===== src/rtl/mdu_pkg.sv =====
// Shared encodings for the iterative multiply/divide unit: opcodes, FSM states
// and the default operand width.
package mdu_pkg;
    localparam int MDU_WIDTH = 32;

    typedef enum logic [1:0] {
        OP_MULT  = 2'b00,
        OP_MULTU = 2'b01,
        OP_DIV   = 2'b10,
        OP_DIVU  = 2'b11
    } mdu_op_e;

    typedef enum logic [1:0] {
        ST_IDLE = 2'b00,
        ST_RUN  = 2'b01,
        ST_FIX  = 2'b10
    } mdu_state_e;
endpackage


===== src/rtl/mdu_sign_fix.sv =====
// Combinational result fix-up: sign correction of magnitude results and the
// divide-by-zero override, producing the final HI/LO values.
module mdu_sign_fix
    import mdu_pkg::*;
#(
    parameter int WIDTH = MDU_WIDTH
) (
    input  logic [2*WIDTH-1:0] raw,
    input  logic               sign_a,
    input  logic               sign_b,
    input  mdu_op_e            op,
    input  logic               div_zero,
    input  logic [WIDTH-1:0]   a_raw,
    output logic [WIDTH-1:0]   hi,
    output logic [WIDTH-1:0]   lo
);
    logic [2*WIDTH-1:0] neg_prod;
    logic [WIDTH-1:0]   raw_hi;
    logic [WIDTH-1:0]   raw_lo;

    assign neg_prod = -raw;
    assign raw_hi   = raw[2*WIDTH-1:WIDTH];
    assign raw_lo   = raw[WIDTH-1:0];

    always_comb begin
        hi = raw_hi;
        lo = raw_lo;
        case (op)
            OP_MULT: begin
                if (sign_a ^ sign_b) begin
                    hi = neg_prod[2*WIDTH-1:WIDTH];
                    lo = neg_prod[WIDTH-1:0];
                end
            end
            OP_DIV, OP_DIVU: begin
                if (div_zero) begin
                    hi = a_raw;
                    lo = '1;
                end else if (op == OP_DIV) begin
                    // Overflow case (-2^(W-1) / -1) wraps to 0x80.. naturally here.
                    lo = (sign_a ^ sign_b) ? -raw_lo : raw_lo;
                    hi = sign_a ? -raw_hi : raw_hi;
                end
            end
            default: ;
        endcase
    end
endmodule


===== src/rtl/mult_div_unit.sv =====
// Iterative MULT/MULTU/DIV/DIVU unit with HI/LO registers and MTHI/MTLO writes.
// One shift-add or restoring shift-subtract step per cycle, then a fix-up cycle.
module mult_div_unit
    import mdu_pkg::*;
#(
    parameter int WIDTH = MDU_WIDTH
) (
    input  logic             Clk,
    input  logic             Reset,
    input  logic             Start,
    input  logic [1:0]       Op,
    input  logic [WIDTH-1:0] ALU_A,
    input  logic [WIDTH-1:0] ALU_B,
    input  logic             HiWrite,
    input  logic             LoWrite,
    input  logic [WIDTH-1:0] WriteData,
    output logic             Busy,
    output logic             Done,
    output logic [WIDTH-1:0] HI,
    output logic [WIDTH-1:0] LO
);
    localparam int CW = $clog2(WIDTH) + 1;

    mdu_state_e         state_q, state_d;
    logic [CW-1:0]      count_q, count_d;
    logic [2*WIDTH-1:0] acc_q, acc_d;
    logic [WIDTH-1:0]   b_q, b_d;
    logic [WIDTH-1:0]   a_raw_q, a_raw_d;
    logic               sign_a_q, sign_a_d;
    logic               sign_b_q, sign_b_d;
    mdu_op_e            op_q, op_d;
    logic [WIDTH-1:0]   hi_q, hi_d;
    logic [WIDTH-1:0]   lo_q, lo_d;
    logic               done_q, done_d;

    logic               in_signed, in_sa, in_sb;
    logic [WIDTH:0]     mul_sum;
    logic [WIDTH:0]     div_shift;
    logic [WIDTH:0]     div_trial;
    logic [WIDTH-1:0]   fix_hi, fix_lo;

    assign in_signed = ~Op[0];
    assign in_sa     = in_signed & ALU_A[WIDTH-1];
    assign in_sb     = in_signed & ALU_B[WIDTH-1];

    // Multiply: acc = {partial product, remaining multiplier bits}, shift right.
    assign mul_sum   = {1'b0, acc_q[2*WIDTH-1:WIDTH]} + (acc_q[0] ? {1'b0, b_q} : '0);
    // Divide: acc = {partial remainder, remaining dividend / quotient bits}.
    assign div_shift = acc_q[2*WIDTH-1:WIDTH-1];
    assign div_trial = div_shift - {1'b0, b_q};

    mdu_sign_fix #(.WIDTH(WIDTH)) u_fix (
        .raw      (acc_q),
        .sign_a   (sign_a_q),
        .sign_b   (sign_b_q),
        .op       (op_q),
        .div_zero (b_q == '0),
        .a_raw    (a_raw_q),
        .hi       (fix_hi),
        .lo       (fix_lo)
    );

    always_comb begin
        state_d  = state_q;
        count_d  = count_q;
        acc_d    = acc_q;
        b_d      = b_q;
        a_raw_d  = a_raw_q;
        sign_a_d = sign_a_q;
        sign_b_d = sign_b_q;
        op_d     = op_q;
        hi_d     = hi_q;
        lo_d     = lo_q;
        done_d   = (state_q == ST_FIX);
        case (state_q)
            ST_IDLE: begin
                if (HiWrite) hi_d = WriteData;
                if (LoWrite) lo_d = WriteData;
                if (Start) begin
                    op_d     = mdu_op_e'(Op);
                    sign_a_d = in_sa;
                    sign_b_d = in_sb;
                    a_raw_d  = ALU_A;
                    acc_d    = {{WIDTH{1'b0}}, (in_sa ? -ALU_A : ALU_A)};
                    b_d      = in_sb ? -ALU_B : ALU_B;
                    count_d  = '0;
                    state_d  = ST_RUN;
                end
            end
            ST_RUN: begin
                if (op_q[1]) begin
                    if (!div_trial[WIDTH])
                        acc_d = {div_trial[WIDTH-1:0], acc_q[WIDTH-2:0], 1'b1};
                    else
                        acc_d = {div_shift[WIDTH-1:0], acc_q[WIDTH-2:0], 1'b0};
                end else begin
                    acc_d = {mul_sum, acc_q[WIDTH-1:1]};
                end
                count_d = count_q + CW'(1);
                if (count_q == CW'(WIDTH - 1)) state_d = ST_FIX;
            end
            ST_FIX: begin
                hi_d    = fix_hi;
                lo_d    = fix_lo;
                state_d = ST_IDLE;
            end
            default: state_d = ST_IDLE;
        endcase
    end

    always_ff @(posedge Clk or posedge Reset) begin
        if (Reset) begin
            state_q  <= ST_IDLE;
            count_q  <= '0;
            acc_q    <= '0;
            b_q      <= '0;
            a_raw_q  <= '0;
            sign_a_q <= 1'b0;
            sign_b_q <= 1'b0;
            op_q     <= OP_MULT;
            hi_q     <= '0;
            lo_q     <= '0;
            done_q   <= 1'b0;
        end else begin
            state_q  <= state_d;
            count_q  <= count_d;
            acc_q    <= acc_d;
            b_q      <= b_d;
            a_raw_q  <= a_raw_d;
            sign_a_q <= sign_a_d;
            sign_b_q <= sign_b_d;
            op_q     <= op_d;
            hi_q     <= hi_d;
            lo_q     <= lo_d;
            done_q   <= done_d;
        end
    end

    assign Busy = (state_q != ST_IDLE);
    assign Done = done_q;
    assign HI   = hi_q;
    assign LO   = lo_q;
endmodule


===== config.mk =====
export PLATFORM = sky130hd
export DESIGN_NAME = mult_div_unit
export DESIGN_NICKNAME = d
export VERILOG_FILES = /design/src/rtl/mdu_pkg.sv /design/src/rtl/mdu_sign_fix.sv /design/src/rtl/mult_div_unit.sv
export SDC_FILE = /design/constraint.sdc
export NUM_CORES = 1
export LEC_CHECK = 0
export ABC_AREA = 1
export CAP_MARGIN = 20
export CORE_UTILIZATION = 56
export CTS_CLUSTER_DIAMETER = 120
export CTS_CLUSTER_SIZE = 30
export DETAILED_ROUTE_END_ITERATION = 10
export PLACE_DENSITY = 0.88
export SYNTH_ARGS = -nofsm -noshare
export SYNTH_HDL_FRONTEND = slang
export SYNTH_SLANG_ARGS = --single-unit
export TNS_END_PERCENT = 10

===== constraint.sdc =====
create_clock -name Clk -period 10.9 [get_ports Clk]
set_input_delay 2.18 -clock Clk [delete_from_list [all_inputs] [get_ports Clk]]
set_output_delay 2.18 -clock Clk [all_outputs]
set_load 0.05 [all_outputs]

==> results of run 1 <==
==> area by class of cell <==
type | instances | area (um^2)
Timing Repair Buffer | 187 | 1840
Multi-Input combinational cell | 2687 | 12700
Sequential cell | 205 | 5130
Clock inverter | 3 | 43.8
Fill cell | 3465 | 13100
Clock buffer | 12 | 279
Antenna cell | 1 | 2.50
Inverter | 456 | 1720
Tap cell | 461 | 577
==> cells by family (layout without fill, tap and decap cells) <==
group           after synthesis  count (layout)
flops                       205             205
buf+inv                     587             658
fa+ha+maj                    71              71
other cells                   0               1
simple gates               1985            1985
xor+xnor                     60              60
compound gates              571             571
==> where the power goes <==
part	switching [uW]	internal, uW
registers	628	1140
clock network	281	195
logic	4190	1910
total	5100	3240
==> registers in the layout, indices dropped and copies added, names as in the netlist <==
signal / cells
Done: 1
b_q: 32
LO: 32
sign_b_q: 1
HI: 32
a_raw_q: 32
op_q: 2
acc_q: 64
sign_a_q: 1
count_q: 6
state_q: 2
==> stage by stage <==
stage	total power (uW)	hold WS [ns]	setup WS, ns	std cells
floorplan	5830	0.450	3.12	3479
global placement	7510	0.466	5.67	3995
detailed placement	7580	0.474	5.60	3995
CTS	8070	0.502	6.12	4010
global route	8970	0.522	5.76	4011
finish	8340	0.499	6.03	4012
==> routing by layer <==
metal,routed length [um],up-vias
li1,-,11300
met1,31800,10600
met2,29500,1574
met3,12000,155
met4,2480,4
met5,30,-
==> cell usage after synthesis (2+ instances only) <==
cell | count | area, um^2
nand3_2 | 10 | 100
inv_1 | 445 | 1670
a21oi_1 | 231 | 1160
dfrtp_1 | 205 | 5130
buf_1 | 6 | 22.5
xor2_1 | 42 | 368
nor2_1 | 426 | 1600
a31oi_1 | 9 | 56.3
nor2_2 | 4 | 25.0
o22ai_1 | 5 | 31.3
or2_2 | 2 | 12.5
nor3_1 | 35 | 175
nand3b_1 | 10 | 75.1
buf_4 | 5 | 37.5
o211ai_1 | 10 | 75.1
buf_12 | 3 | 60.1
nor3_2 | 2 | 20.0
nand3_1 | 340 | 1700
fa_1 | 2 | 40.0
o21bai_1 | 5 | 37.5
ha_1 | 69 | 863
buf_2 | 21 | 105
inv_2 | 10 | 37.5
xnor2_1 | 18 | 158
o21ai_1 | 26 | 130
o21ai_0 | 258 | 1290
nand4_1 | 31 | 194
nand2_2 | 25 | 156
clkbuf_1 | 96 | 360
nand2_1 | 1089 | 4090
nand2_4 | 3 | 33.8
nor2_4 | 4 | 45.0
a22oi_1 | 12 | 90.1
a21o_1 | 4 | 30.0
o21a_1 | 4 | 30.0
==> critical path: cells and delay by family <==
family	cells	cell delay, ns
compound gates	1	0.11
buf+inv	4	1.87
simple gates	3	0.99
==> worst paths after layout <==
path	from	to	depth (start not counted)
max in group asynchronous	Reset	op_q[1]	3
max	Start	acc_q[22]	8
min in group asynchronous	Reset	HI[22]	2
min reg2reg	LO[18]	LO[18]	2
min	LO[18]	LO[18]	2
max reg2reg	state_q[1]	acc_q[16]	8
==> layout by cell type, fill, tap and decap left out, types with 2 or more instances in the layout <==
cell and instances:
ha_1 69, inv_1 444, inv_2 10, a31oi_1 9, a22oi_1 12, buf_4 18, clkdlybuf4s50_1 168, o21a_1 4
nand2_4 4, o22ai_1 5, o21ai_0 258, o21bai_1 5, nor2_1 418, nand3b_1 10, o211ai_1 10, fa_1 2
xor2_1 42, nor2_2 9, dfrtp_1 204, a21o_1 4, nand2_1 1088, xnor2_1 18, a21oi_1 231, or2_2 2
nand4_1 31, o21ai_1 25, nand3_1 340, nand3_2 10, nor3_2 2, clkbuf_16 11, nand2_2 25, nor3_1 35
nor2_4 7
==> reports/qor.csv, run 1 <==
metric,value,unit
met3 global-route usage,0.116,
Die W,192,um
fin crit share,0.447,
Hold WC Path Type,reg -> reg,
vias per cell,5.88,
CP required,11.25,ns
skew final,0.0208,ns
Initial Util,0.567,
"Cell Area, Placed",0.0220,mm^2
DP HPWL,58900,um
post-synthesis mux area share,0,
# Post-CTS Setup Buffers,0,
Post-Syn Nets,3653,
Clock Latency Late Sink,0.50,ns
Synth cell types,47,
Inserted Clock Buffers,11,
Max Cap Violations,0,
GR Util All Layers,0.411,
syn_area_per_cell,5.79,um^2
IO Pins,169,
clk slew on worst S/H paths,0.12,ns
Slew Limit Fails,0,
CTS sink count,205,
H-tree depth,1,
layout cell share with drive strength beyond 1,0.0307,
Rel. slew slack,0.327,
crit path DAT,5.22,ns
outcome,"complete, no violations",
die height,192,um
Crit-path slowest cell,nand2_4,
1st-iter DRT viols,3872,
vias in the first global route,20600,
Tmin final,4.87,ns
grt ovf,0,
Yosys reg bits,205,
kind of critical path,in -> reg,
Layout Nets,3722,
post-layout utilization of the core,0.630,
Die ar.,0.0367,mm^2
CP startpoint kind,input pin,
Ys Warns,0,
Setup TNS Final,0,ns
routed len/inst,18.9,um
VDD IR-drop max,272,uV
worst-margin pin slew,1.01,ns
final instance area,0.0223,mm^2
Synth Area in Compound Gates,0.149,
cell mode on critical path,inv_1,
post-CTS sizing,0,
ys flop type,dfrtp_1,
synthesized cell area,0.0201,mm^2
GRT Max-Usage Layer,met1,
Post-Route WL,75800,um
xor-xnor portion of the synthesized cell area,0.0261,
remaining routing DRC violations,0,
reg-to-reg setup timing slack,7.38,ns
initial antenna violation count,1,
remaining antenna violation count after routing,0,
first-pass GRT wire length,116000,um
CTS tree,yes,
register area share after synthesis,0.255,
post-synthesis cell count,3479,
met2 GRT Util,0.567,
Placer Congestion,1.05,
adder-cell area share of the yosys netlist,0.0449,
standard-cell row count,69,
Worst Path Max Fanout,108,
Buffers on Ports,168,
CTS root buf,clkbuf_16,
Simple-Gate Fraction of Synth Area,0.411,
asr flop ratio synth,1.00,
fmax,0.205,GHz
Initial DRT Pass Iterations,6,
combinational family with the most area after synthesis,simple AND/OR/NAND/NOR gates,
crit end category,register,
number of enable flip-flop cells after synthesis,0,
routed via count,23600,
Syn-to-layout area delta,11.0,%
met1 usage,0.617,
"slowest stage delay, CP",0.68,ns
CP cell instances,clkdlybuf4s50_1 -> nand2_4 -> inv_1 -> nor2_4 -> buf_4 -> inv_1 -> nand2_1 -> o21ai_0,
largest net degree at the start of global routing,109,
total core area,0.0355,mm^2
final count of hold timing violations,0,
clock tree buffer depth,3,
RSZ-0062 raised after global routing,no,
final setup fails,0,
Power Dens Cells,373,mW/mm^2
leakage,0.0113,uW
hold-fix buffers at CTS,0,
No activity file was read; power rests on OpenSTA's default activity.
==> inputs of run 2 (changes only) <==
- clock period: 10.9 -> 4.8 ns (I/O delays scaled with it)
==> run 2 against run 1 <==
Die area unchanged. Clock skew shrank 0.0063 ns. Sequential cell count did not move. Critical path depth is 9 higher.
==> reports/qor.csv, run 2 (synthesis gave the netlist of run 1 again) <==
metric,value,unit,change
Rel. slew slack,0.312,,-0.0154
Inserted Clock Buffers,11,,unchanged
RSZ-0062 raised after global routing,no,,
Post-Route WL,82700,um,+9.1%
Largest Register,acc_q,,
vias in the first global route,20800,,+1.2%
Hold WC Path Type,reg -> reg,,
Slew Limit Fails,0,,unchanged
Syn-to-layout area delta,11.6,%,
CP endpoint,acc_q[47],,
remaining routing DRC violations,0,,unchanged
largest net degree at the start of global routing,71,,-35%
initial antenna violation count,1,,unchanged
Worst path depth,17,,+9
Power Dens Cells,872,mW/mm^2,+130%
CP startpoint kind,register,,
vias per cell,5.97,,+1.5%
"most common cell after layout, fill and taps aside",nand2_1,,
clock tree buffer depth,3,,unchanged
"slowest stage delay, CP",0.59,ns,-0.09 ns
skew final,0.0145,ns,-0.00626 ns
Worst Path Max Fanout,31,,-71%
Layout Nets,3734,,+0.32%
fmax,0.312,GHz,
total core area,0.0355,mm^2,unchanged
crit path DAT,3.62,ns,-1.60 ns
remaining antenna violation count after routing,0,,unchanged
die height,192,um,unchanged
grt ovf,0,,unchanged
Setup TNS Final,0,ns,unchanged
VDD IR-drop max,517,uV,+90%
Max Cap Violations,0,,unchanged
layout cell share with drive strength beyond 1,0.0340,,+0.00327
IO Pins,169,,unchanged
GR Util All Layers,0.443,,+0.0320
clk slew on worst S/H paths,0.12,ns,about the same
FF-to-FF path depth,17,,+9
Buffers on Ports,168,,unchanged
hold-fix buffers at CTS,0,,unchanged
fin crit share,0.668,,
# Post-CTS Setup Buffers,0,,unchanged
Die W,192,um,unchanged
post-CTS sizing,0,,unchanged
cell mode on critical path,nand2_1,,
Crit. Startpoint,acc_q[0],,
Reg-to-Reg Start,acc_q[0],,
routed via count,24000,,+1.8%
kind of critical path,reg -> reg,,
leakage,0.0113,uW,+0.56%
CP cell instances,buf_16 -> nand2_1 -> inv_1 -> ha_1 -> inv_1 -> fa_1 -> o21ai_0 -> nand2_1 -> nand2_1 -> inv_1 -> o21ai_0 -> xnor2_1 -> nand2_1 -> nand2_1 -> inv_1 -> nand2_1 -> nand2_1,,
routed len/inst,20.5,um,+8.7%
Tmin final,3.21,ns,
Top delay family on crit path,compound AO/OA/AOI/OAI gates,,
CTS sink count,205,,unchanged
post-layout utilization of the core,0.633,,+0.00317
Placer Congestion,1.05,,+0.56%
CP bufs+invs,5,,+1
1st-iter DRT viols,4034,,+4.2%
Initial Util,0.567,,unchanged
worst-margin pin slew,1.03,ns,+0.0219 ns
standard-cell row count,69,,unchanged
reg-to-reg setup timing slack,1.59,ns,-5.79 ns
reg2reg end,acc_q[47],,
first-pass GRT wire length,124000,um,+6.3%
final setup fails,0,,unchanged
CTS tree,yes,,
Initial DRT Pass Iterations,8,,+2
final count of hold timing violations,0,,unchanged
DP HPWL,64400,um,+9.4%
crit end category,register,,
CP required,5.21,ns,-6.04 ns
outcome,"complete, no violations",,
max reg flops,64,,unchanged
H-tree depth,1,,unchanged
Die ar.,0.0367,mm^2,unchanged
Crit-path slowest cell,dfrtp_1,,
Clock Latency Late Sink,0.50,ns,about the same
CTS root buf,clkbuf_16,,
"commonest cells after routing, fill and taps aside","nand2_1 (1088), inv_1 (444), nor2_1 (418), nand3_1 (340), o21ai_0 (258)",,
## run 2: worst min-delay path by stage
stage,from,endpoint,slack [ns],depth (start not counted)
after floorplan,a_raw_q[27],a_raw_q[27],0.45,2
after detailed placement,LO[7],LO[7],0.47,2
after global placement,a_raw_q[9],a_raw_q[9],0.46,2
after CTS,LO[7],LO[7],0.50,2
after global routing,LO[18],LO[18],0.52,2
final,LO[7],LO[7],0.49,2
## run 2: stage by stage
step           setup WS, ns  total power [uW]  std cells  instance area (um^2)  hold slack (ns)
4_1_cts                1.24             18800       4022                 22400            0.501
3_3_place_gp           1.37             17700       4007                 22100            0.465
2_1_floorplan          1.18             13200       3479                 20100            0.450
5_1_grt                1.41             20800       4023                 22500            0.517
6_report               1.59             19600       4025                 22500            0.494
3_5_place_dp           1.26             17700       4007                 22100            0.473
## run 2: cell type report
class                   count  area [um^2]
fillers                  3528        13000
multi-input cells        2687        12800
flip-flops and latches    205         5130
repair buffers            199         1960
inverters                 456         1720
well taps                 461          577
clock buffers              12          279
clock inverters             3         37.5
diodes                      2         5.00
## run 2: power by group
part	internal (uW)	total (uW)	switching [uW]
Combinational	4410	14600	10200
Sequential	2580	3900	1320
Clock	443	1110	663
## run 2: tightest hold or removal path, stage by stage (launching register included)
cell and delay [ns]:
dfrtp_1 0.36, nand2_1 0.05, o21ai_0 0.05
## run 2: metal layers
| metal | share of wire | track usage |
|---|---|---|
| met4 | 0.031 | 0.108 |
| met3 | 0.16 | 0.138 |
| met5 | 0.0017 | 0.0261 |
| met1 | 0.42 | 0.666 |
| met2 | 0.39 | 0.603 |
